### config.mk
export PLATFORM = sky130hd
export DESIGN_NAME = grover_diffuse
export DESIGN_NICKNAME = d
export VERILOG_FILES = /design/src/rtl/grover_diffuse.sv
export SDC_FILE = /design/constraint.sdc
export NUM_CORES = 1
export LEC_CHECK = 0
export CAP_MARGIN = 20
export CORE_UTILIZATION = 58
export CTS_CLUSTER_DIAMETER = 200
export DETAILED_ROUTE_END_ITERATION = 8
export PLACE_DENSITY = 0.84
export SLEW_MARGIN = 40
export SYNTH_ARGS = -nofsm -noshare
export SYNTH_HDL_FRONTEND = slang
export SYNTH_SLANG_ARGS = --single-unit
### constraint.sdc
create_clock -name clk -period 8.6 [get_ports clk]
set_input_delay 0.86 -clock clk [delete_from_list [all_inputs] [get_ports clk]]
set_output_delay 0.86 -clock clk [all_outputs]
set_load 0.005 [all_outputs]
### src/rtl/grover_diffuse.sv
// Streaming Grover diffusion: buffers a NUM_SAMPLE vector, then emits 2*mean - a[i] in index order.
// Build option GROVER_DIFFUSE_SAT_EN: saturate the result instead of two's-complement wrap.
module grover_diffuse #(
   parameter int NUM_BIT = 3,
   parameter int WIDTH   = 8
) (
   input  logic               clk,
   input  logic               rst_n,
   input  logic               in_valid,
   output logic               in_ready,
   input  logic [WIDTH-1:0]   in_data,
   output logic               out_valid,
   input  logic               out_ready,
   output logic [WIDTH-1:0]   out_data,
   output logic [NUM_BIT-1:0] out_index,
   output logic               out_last
);
   localparam int NUM_SAMPLE = 2 ** NUM_BIT;
   localparam int SW         = WIDTH + NUM_BIT;
   localparam int DW         = WIDTH + 2;

   localparam logic [1:0] LOAD = 2'd0;
   localparam logic [1:0] MEAN = 2'd1;
   localparam logic [1:0] EMIT = 2'd2;

   localparam logic [NUM_BIT-1:0] CNT_MAX = NUM_BIT'(NUM_SAMPLE - 1);
   localparam logic signed [DW-1:0] SAT_MAX = {3'b000, {(WIDTH-1){1'b1}}};
   localparam logic signed [DW-1:0] SAT_MIN = {3'b111, {(WIDTH-1){1'b0}}};

   logic [1:0]               state_q, state_d;
   logic [NUM_BIT-1:0]       cnt_q, cnt_d;
   logic signed [SW-1:0]     sum_q, sum_d;
   logic signed [WIDTH-1:0]  mean_q, mean_d;
   logic [WIDTH-1:0]         buf_q [NUM_SAMPLE];
   logic [WIDTH-1:0]         buf_d [NUM_SAMPLE];

   logic                     in_fire, out_fire;
   logic signed [SW-1:0]     sum_shift;
   logic signed [DW-1:0]     mean_x, samp_x, diff;
   logic [WIDTH-1:0]         diff_f;

   assign in_ready  = (state_q == LOAD);
   assign out_valid = (state_q == EMIT);
   assign in_fire   = in_valid & in_ready;
   assign out_fire  = out_valid & out_ready;
   assign sum_shift = sum_q >>> NUM_BIT;

   // Difference is formed at WIDTH+2 bits so 2*mean - a never overflows before f().
   always_comb begin
      mean_x = {{2{mean_q[WIDTH-1]}}, mean_q};
      samp_x = {{2{buf_q[cnt_q][WIDTH-1]}}, buf_q[cnt_q]};
      diff   = (mean_x <<< 1) - samp_x;
`ifdef GROVER_DIFFUSE_SAT_EN
      if (diff > SAT_MAX)      diff_f = SAT_MAX[WIDTH-1:0];
      else if (diff < SAT_MIN) diff_f = SAT_MIN[WIDTH-1:0];
      else                     diff_f = diff[WIDTH-1:0];
`else
      diff_f = diff[WIDTH-1:0];
`endif
   end

   // Outputs are forced to zero outside EMIT so they sit at their reset values.
   assign out_data  = out_valid ? diff_f : '0;
   assign out_index = out_valid ? cnt_q : '0;
   assign out_last  = out_valid && (cnt_q == CNT_MAX);

   always_comb begin
      state_d = state_q;
      cnt_d   = cnt_q;
      sum_d   = sum_q;
      mean_d  = mean_q;
      buf_d   = buf_q;
      case (state_q)
         LOAD: begin
            if (in_fire) begin
               buf_d[cnt_q] = in_data;
               sum_d        = sum_q + {{NUM_BIT{in_data[WIDTH-1]}}, in_data};
               if (cnt_q == CNT_MAX) begin
                  cnt_d   = '0;
                  state_d = MEAN;
               end else begin
                  cnt_d = cnt_q + 1'b1;
               end
            end
         end
         MEAN: begin
            mean_d  = sum_shift[WIDTH-1:0];
            state_d = EMIT;
         end
         EMIT: begin
            if (out_fire) begin
               if (cnt_q == CNT_MAX) begin
                  cnt_d   = '0;
                  sum_d   = '0;
                  state_d = LOAD;
               end else begin
                  cnt_d = cnt_q + 1'b1;
               end
            end
         end
         default: state_d = LOAD;
      endcase
   end

   always_ff @(posedge clk or negedge rst_n) begin
      if (!rst_n) begin
         state_q <= LOAD;
         cnt_q   <= '0;
         sum_q   <= '0;
         mean_q  <= '0;
      end else begin
         state_q <= state_d;
         cnt_q   <= cnt_d;
         sum_q   <= sum_d;
         mean_q  <= mean_d;
      end
   end

   // Sample buffer carries no reset; its contents are irrelevant until refilled.
   always_ff @(posedge clk) begin
      buf_q <= buf_d;
   end
endmodule

# Word-level counts from Yosys, hierarchy flattened
# Cells that the tools add are included.
# classes
n_lt_le_gt_ge	2
reduce_logical	8
muxes	21
addsub	3
bitwise	3
n_eq_ne	7
# ops
operator	count
bitwise mux 64 bit	1
two-way mux 11 bit	3
two-way mux 8 bit	4
binary-select mux 8 bit (select 3 bit)	1
demux 8 bit (select 3 bit)	1
case mux 11 bit (2 select lines)	1
two-way mux 3 bit	4
adder 11 bit	1
two-way mux 2 bit	4
inequality test 2 x 1 -> 1 bit, second input constant	4
AND reduction 4 bit	2
subtractor 8 bit	1
case mux 2 bit (3 select lines)	1
case mux 3 bit (2 select lines)	1
>= comparator 4 bit, second input constant	1
< comparator 4 x 1 -> 1 bit, second input constant	1
inverter 3 -> 4 bit	1
adder 3 x 1 -> 3 bit, second input constant	1
== test 3 bit, second input constant	1
AND reduction 3 bit	1
bitwise AND 1 bit	2
== test 2 x 1 -> 1 bit, second input constant	1
== test 2 bit, second input constant	1
logical AND 1 bit	2
3 further kinds	3
# totals
ff_bits	87
output_inout_bits	14
input_bits	12

# Logic depth before layout (Yosys ltp)
# Gate-level depths: netlist of run 1.
# logic_depth
word_depth	6
depth_mapped	14

# Worst setup path before layout of run 1
# Ideal clock, no wire load.
# synth_path
path_kind	register to output
startpoint	register cnt_q[1]
endpoint	output out_data[6]
arrival_ps	2585
n_path_buf	2
t_required_ps	7740
stages_incl_launch_ff	14
path_slack_ps	5155
cell_sequence	dfrtp_1 -> buf_6 -> and2_0 -> clkbuf_1 -> a22o_1 -> a211oi_1 -> inv_1 -> fa_1 -> nor2b_1 -> o21ai_0 -> a21oi_1 -> o21ai_0 -> nor3b_1 -> nor3_1
# synth_via
elab_chain_cells	6
# synth_rtl
item	line	text
start, declared	31	logic [NUM_BIT-1:0] cnt_q, cnt_d;
start signal, assigned	113	cnt_q <= cnt_d;
inverter 3 -> 4 bit (not written as such)	51	samp_x = {{2{buf_q[cnt_q][WIDTH-1]}}, buf_q[cnt_q]};
binary-select mux 8 bit (select 3 bit)	51	
two-way mux 8 bit (not written as such) (2 in a row)	51	
subtractor 8 bit	52	diff = (mean_x <<< 1) - samp_x;
two-way mux 8 bit	63	assign out_data = out_valid ? diff_f : '0;
end, declared	14	output logic [WIDTH-1:0] out_data,
# Every way passes these cells. The select of a mux whose other input is x is not followed.

# Worst setup path after layout of run 1
# layout_path
startpoint	register cnt_q[2]
endpoint	output out_data[6]
# The elaborated chain is that of the path after synthesis.

==> reports/metrics.cfg, run 1 <==
[place]
placed_cell_area_mm2 = 0.00456
port_buffers = 25
hpwl_um = 6090
place.gp.congestion = 0.881

[sta]
rsz0062_at_grt = no
maxSlewViolCount = 0
hold_violations = 0
fmaxAchievable_ghz = 0.201
fin_setup_tns_ps = 0
period_share_pct = 57.8
worst_pin_slew_ps = 778
relSlewSlack_pct = 47.6
skew_ps = 10.2
setup_viol = 0
min_period_ps = 4970
timing.hold.ws_ps = 470

[clock_network]
cts_tree = built
cts_inserted_buffers = 9
root_buffer = clkbuf_8
clock_latency_ps = 360
clk_pin_slew_worst_paths_ps = 90
postCtsSetupRepairBufs = 0
cts_hold_buf = 0
post_cts_resized = 0
max-clock-path-buffers = 2
cts_htree_levels = 3
cts_sinks = 86

[synth]
yosysTopAreaCell = edfxtp_1
ys_seq_area_share_pct = 58.4
yosys-top-cells-area = edfxtp_1 (45%), dfrtp_1 (13%), ha_1 (5.0%), mux2i_1 (3.8%), mux4_2 (2.7%)
synth.cell_area_mm2 = 0.00423
ys_async_sr_fraction_pct = 25.6
syn_nets = 356
synth_most_common_cell = edfxtp_1
yosysWarnings = 0
synth.distinct_cells = 53
ys_seq_elements = 86
syn_avg_cell_area_um2 = 13.0
synth_top_area_share_pct = 45.4
synth_edf_count = 64
synthTopCellsByCount = edfxtp_1 (64), dfrtp_1 (22), nand2_1 (18)
syn_inst = 325
synthFlopType = edfxtp_1

[grt]
antenna_found_initial = 0
grt_usage_pct = 24.9
grt_pass1_vias = 2593
grt_pass1_wl_um = 13700
grt_max_degree = 28
grt-ovfl-total = 0

[final_layout]
fin_nets = 383
layout-drive-gt1-share_pct = 13.2
diodes = 0
areaGrowthSynthToFinish_pct = 12.6
fin_area_mm2 = 0.00476

[power_and_ir_drop]
powerDensity_mw_per_mm2 = 352
p_leak_nw = 1.81
peakVddDrop_mv = 0.174

[worst_setup_path]
crit_chain = nor2_1, a22oi_1, nor2_1, a211oi_1, inv_1, fa_1, nor2b_1, o21ai_0, a21oi_1, o21ai_0, nor3b_1, nor3_1, clkdlybuf4s50_1
cpPeakStageDelay_ps = 760
cp.arrival_ps = 4110
critPathCaptureType = output port
crit_type = reg2out
cp_slowest_cell = dfrtp_1
cp-start-kind = register
crit_fanout = 19
crit_required_ps = 7740
reg2reg_slack_ps = 6190

[floorplan]
die_h_um = 87.4
core_area_mm2 = 0.00691
dieArea_mm2 = 0.00764
initial_utilization_pct = 61.3
dieWidth_um = 87.4
rows = 30
ios = 26

[flow_run]
drv_cap = 0

[hold_path]
min_path_type = in2async

[run_status]
status = completed

[detailed_routing]
drt-initial-drc-count = 190
wl_um = 8710
dr_total_vias = 2734
routed_via_density = 6.04
route.detailed.drc = 0
drtPass1Iterations = 4
antenna_left = 0
post_drt_wl_per_cell_um = 19.2

## layout make-up
class,instances,area [um2]
flip-flops and latches,86,2470
fillers,509,2140
multi-input cells,211,1630
repair buffers,30,283
clock buffers,11,141
well taps,96,120
clock inverters,5,58.8
inverters,14,52.6
## routing by layer
| layer | share of wire [%] | vias up | track usage (%) |
|---|---|---|---|
| li1 | - | 1293 | - |
| met1 | 45 | 1333 | 35.9 |
| met2 | 47 | 90 | 37.1 |
| met3 | 6.1 | 18 | 4.93 |
| met4 | 2.3 | 0 | 10.6 |
| met5 | 0 | - | 0 |
## logic make-up after synthesis
kind of cell	after synthesis	share of synthesized area [%]
simple gates	89	11.5
xor+xnor	6	1.24
mux	29	8.57
fa+ha+maj	19	5.97
flops	86	58.4
buf+inv	28	3.22
compound gates	68	11.1
## power breakdown
part / switching, mW / internal (mW) / total (mW)
logic: 0.384 / 0.369 / 0.753
registers: 0.102 / 0.534 / 0.636
clock network: 0.143 / 0.143 / 0.286
## state kept, by name, indices dropped and copies added, names as in the netlist
register	flops
buf_q	64
state_q	2
cnt_q	3
sum_q	10
mean_q	7
## layout by cell type, fill, tap and decap left out, types with 6 or more instances in the layout
cell             count
edfxtp_1            64
clkdlybuf4s50_1     24
dfrtp_1             20
nand2_1             18
nor2_1              17
ha_1                17
mux2i_1             16
o21ai_0             12
inv_1               11
nor3_1              10
clkbuf_8            10
a21oi_1              9
nand2b_1             8
a21o_1               8
mux2_2               8
a211oi_1             7
a221oi_1             6
and2_1               6
nand3_1              6
## final timing paths
path                                         to                  from  depth (start not counted)
max                                 out_data[6]  cnt_q[2]$_DFFE_PN0P_                         13
max in group asynchronous  cnt_q[1]$_DFFE_PN0P_                 rst_n                          1
max reg2reg                sum_q[8]$_DFFE_PN0P_  cnt_q[0]$_DFFE_PN0P_                          7
min                        cnt_q[0]$_DFFE_PN0P_                 rst_n                          1
min reg2reg                sum_q[2]$_DFFE_PN0P_  sum_q[2]$_DFFE_PN0P_                          2
min in group clk           sum_q[2]$_DFFE_PN0P_  sum_q[2]$_DFFE_PN0P_                          2
## critical path, delay by kind of cell, from the launching register on
| family | cells | cell delay (ps) |
|---|---|---|
| adder cells (fa/ha/maj) | 1 | 430 |
| buffers and inverters | 2 | 630 |
| flip-flops | 1 | 760 |
| AND/OR/NAND/NOR | 5 | 850 |
| AO/OA/AOI/OAI | 5 | 1070 |
## stage by stage
stage	setup slack [ps]	power, mW	std cells	util [%]
floorplan	5160	1.17	325	-
global placement	4080	1.35	437	66.0
detailed placement	3870	1.39	437	66.0
CTS	3440	1.67	453	68.9
global route	3320	1.79	453	69.0
finish	3630	1.67	453	69.0
No activity file was read; power rests on OpenSTA's default activity.
==> run 2: changes to the inputs <==
--- a/config.mk
+++ b/config.mk
@@ -6,10 +6,10 @@
 export NUM_CORES = 1
 export LEC_CHECK = 0
 export CAP_MARGIN = 20
-export CORE_UTILIZATION = 58
+export CORE_UTILIZATION = 53
 export CTS_CLUSTER_DIAMETER = 200
 export DETAILED_ROUTE_END_ITERATION = 8
-export PLACE_DENSITY = 0.84
+export PLACE_DENSITY = 0.81
 export SLEW_MARGIN = 40
 export SYNTH_ARGS = -nofsm -noshare
 export SYNTH_HDL_FRONTEND = slang
==> constraint.sdc (replaced) <==
create_clock -name clk -period 4.5 [get_ports clk]
set_input_delay 0.45 -clock clk [delete_from_list [all_inputs] [get_ports clk]]
set_output_delay 0.45 -clock clk [all_outputs]
set_load 0.005 [all_outputs]
==> reports/metrics.cfg, run 2 (synthesis gave the netlist of run 1 again) <==
[sta]
hold_violations = 0
fin_setup_tns_ps = 0
skew_ps = 12.2
relSlewSlack_pct = 42.5
maxSlewViolCount = 0
period_share_pct = 91.7
worst_slack_ps = 375
fmaxAchievable_ghz = 0.242
setup_viol = 0
rsz0062_at_grt = no
worst_pin_slew_ps = 857
min_period_ps = 4130

[grt]
grt-ovfl-total = 0
grt_max_degree = 25
grt_pass1_vias = 2731
grt_usage_pct = 23.0
antenna_found_initial = 0
grt_pass1_wl_um = 14200

[final_layout]
diodes = 0
largest_reg_flops = 64
fin_nets = 386
areaGrowthSynthToFinish_pct = 14.6
top_register = buf_q
layout-drive-gt1-share_pct = 15.0
fillers = 557
finish.utilization_pct = 62.8
mostFrequentLayoutCells = edfxtp_1 (64), clkdlybuf4s50_1 (24), dfrtp_1 (21)
final_common_cell = edfxtp_1
reg_top3 = buf_q x64, sum_q x10, mean_q x7

[worst_setup_path]
critPathTopFamily = compound AO/OA/AOI/OAI gates
cpPeakStageDelay_ps = 530
cp_slowest_cell = clkdlybuf4s50_1
cp.arrival_ps = 3680
crit_cells = 14
ff2ff_path_depth = 8
crit_fanout = 24
critPathCaptureType = output port
cp-start-kind = register
crit_buf_inv = 3
crit_required_ps = 4050
crit_type = reg2out
crit_chain = buf_6, nor2_1, a22oi_1, nor2_1, a211oi_2, inv_1, fa_1, nor2b_1, o21ai_0, a21oi_1, o21ai_0, nor3b_1, nor3_1, clkdlybuf4s50_1

[detailed_routing]
dr_total_vias = 2714
drtPass1Iterations = 5
routed_via_density = 5.87
post_drt_wl_per_cell_um = 19.1
antenna_left = 0
wl_um = 8820
drt-initial-drc-count = 145
route.detailed.drc = 0

[clock_network]
max-clock-path-buffers = 2
cts_tree = built
clk_pin_slew_worst_paths_ps = 100
cts_hold_buf = 0
cts_sinks = 86
clock_latency_ps = 360
root_buffer = clkbuf_8
cts_htree_levels = 3
cts_inserted_buffers = 9

[floorplan]
dieArea_mm2 = 0.00835
die_h_um = 91.4
initial_utilization_pct = 54.8
ios = 26
dieWidth_um = 91.4
rows = 32
core_area_mm2 = 0.00773

[power_and_ir_drop]
p_leak_nw = 1.86
peakVddDrop_mv = 0.258
powerDensity_mw_per_mm2 = 689

[run_status]
status = completed

[place]
hpwl_um = 6170
post-place-ws_ps = 611
port_buffers = 25
place.gp.congestion = 0.846

[flow_run]
drv_cap = 0

[hold_path]
min_path_type = in2async

-- run 2: cell types whose count changed in the layout (fill, tap and decap cells not counted), sizes merged --
cell / previous run / this run
bufinv: 1 / 2
buf: 6 / 9
clkbuf: 11 / 9
inv: 15 / 19
clkinv: 2 / 0
clkinvlp: 1 / 0
-- run 2: worst paths after layout --
check                                          start                    to  slack, ps
worst min register to register  sum_q[2]$_DFFE_PN0P_  sum_q[2]$_DFFE_PN0P_        510
min in group clk                sum_q[2]$_DFFE_PN0P_  sum_q[2]$_DFFE_PN0P_        510
max in group asynchronous                      rst_n  cnt_q[0]$_DFFE_PN0P_       4080
worst max register to register  cnt_q[0]$_DFFE_PN0P_  sum_q[8]$_DFFE_PN0P_       1990
worst max-delay path            cnt_q[1]$_DFFE_PN0P_           out_data[6]        370
worst min-delay path                           rst_n  sum_q[8]$_DFFE_PN0P_         50
-- run 2: what timing repair did --
action,in CTS,in global routing
endpoints found under the setup margin,0,2
resized for setup,0,3
setup buffers,0,0
-- run 2: per-layer routing --
metal / share of wire [%] / track usage [%] / routed length, um
met3: 3.4 / 4.86 / 304
met5: 0 / 0 / 0
met4: 2.6 / 10.2 / 227
met2: 48 / 35.3 / 4270
met1: 45 / 31.6 / 4010
-- run 2: stage by stage --
step | instance area [um2] | power [mW] | hold WS [ps] | std cells
5_1_grt | 4850 | 3.57 | 67.0 | 462
3_3_place_gp | 4590 | 2.63 | 475 | 446
4_1_cts | 4830 | 3.32 | 51.4 | 462
3_5_place_dp | 4600 | 2.69 | 448 | 446
6_report | 4850 | 3.34 | 49.9 | 462
2_1_floorplan | 4230 | 2.24 | 154 | 325
-- run 2: cell type report --
| class | count | area, um2 | area share, % |
|---|---|---|---|
| clock buffer | 9 | 124 | 2.55 |
| inverter | 14 | 52.6 | 1.08 |
| sequential | 86 | 2470 | 51.0 |
| multi-input combinational | 211 | 1650 | 34.1 |
| tap | 102 | 128 | 2.63 |
| timing repair buffer | 33 | 309 | 6.37 |
| clock inverter | 7 | 111 | 2.30 |
-- run 2: power breakdown --
| group | internal, mW | leakage (nW) | switching [mW] |
|---|---|---|---|
| logic | 0.731 | 0.879 | 0.840 |
| registers | 1.02 | 0.858 | 0.114 |
| clock network | 0.328 | 0.120 | 0.307 |
-- run 2: worst reg2reg max path, stage by stage, from the launching register on --
cell,delay [ps]
dfrtp_2,630
buf_4,310
ha_1,180
ha_1,250
nand3_1,110
a21o_1,340
and2_1,230
a311oi_1,250
nand3_1,110
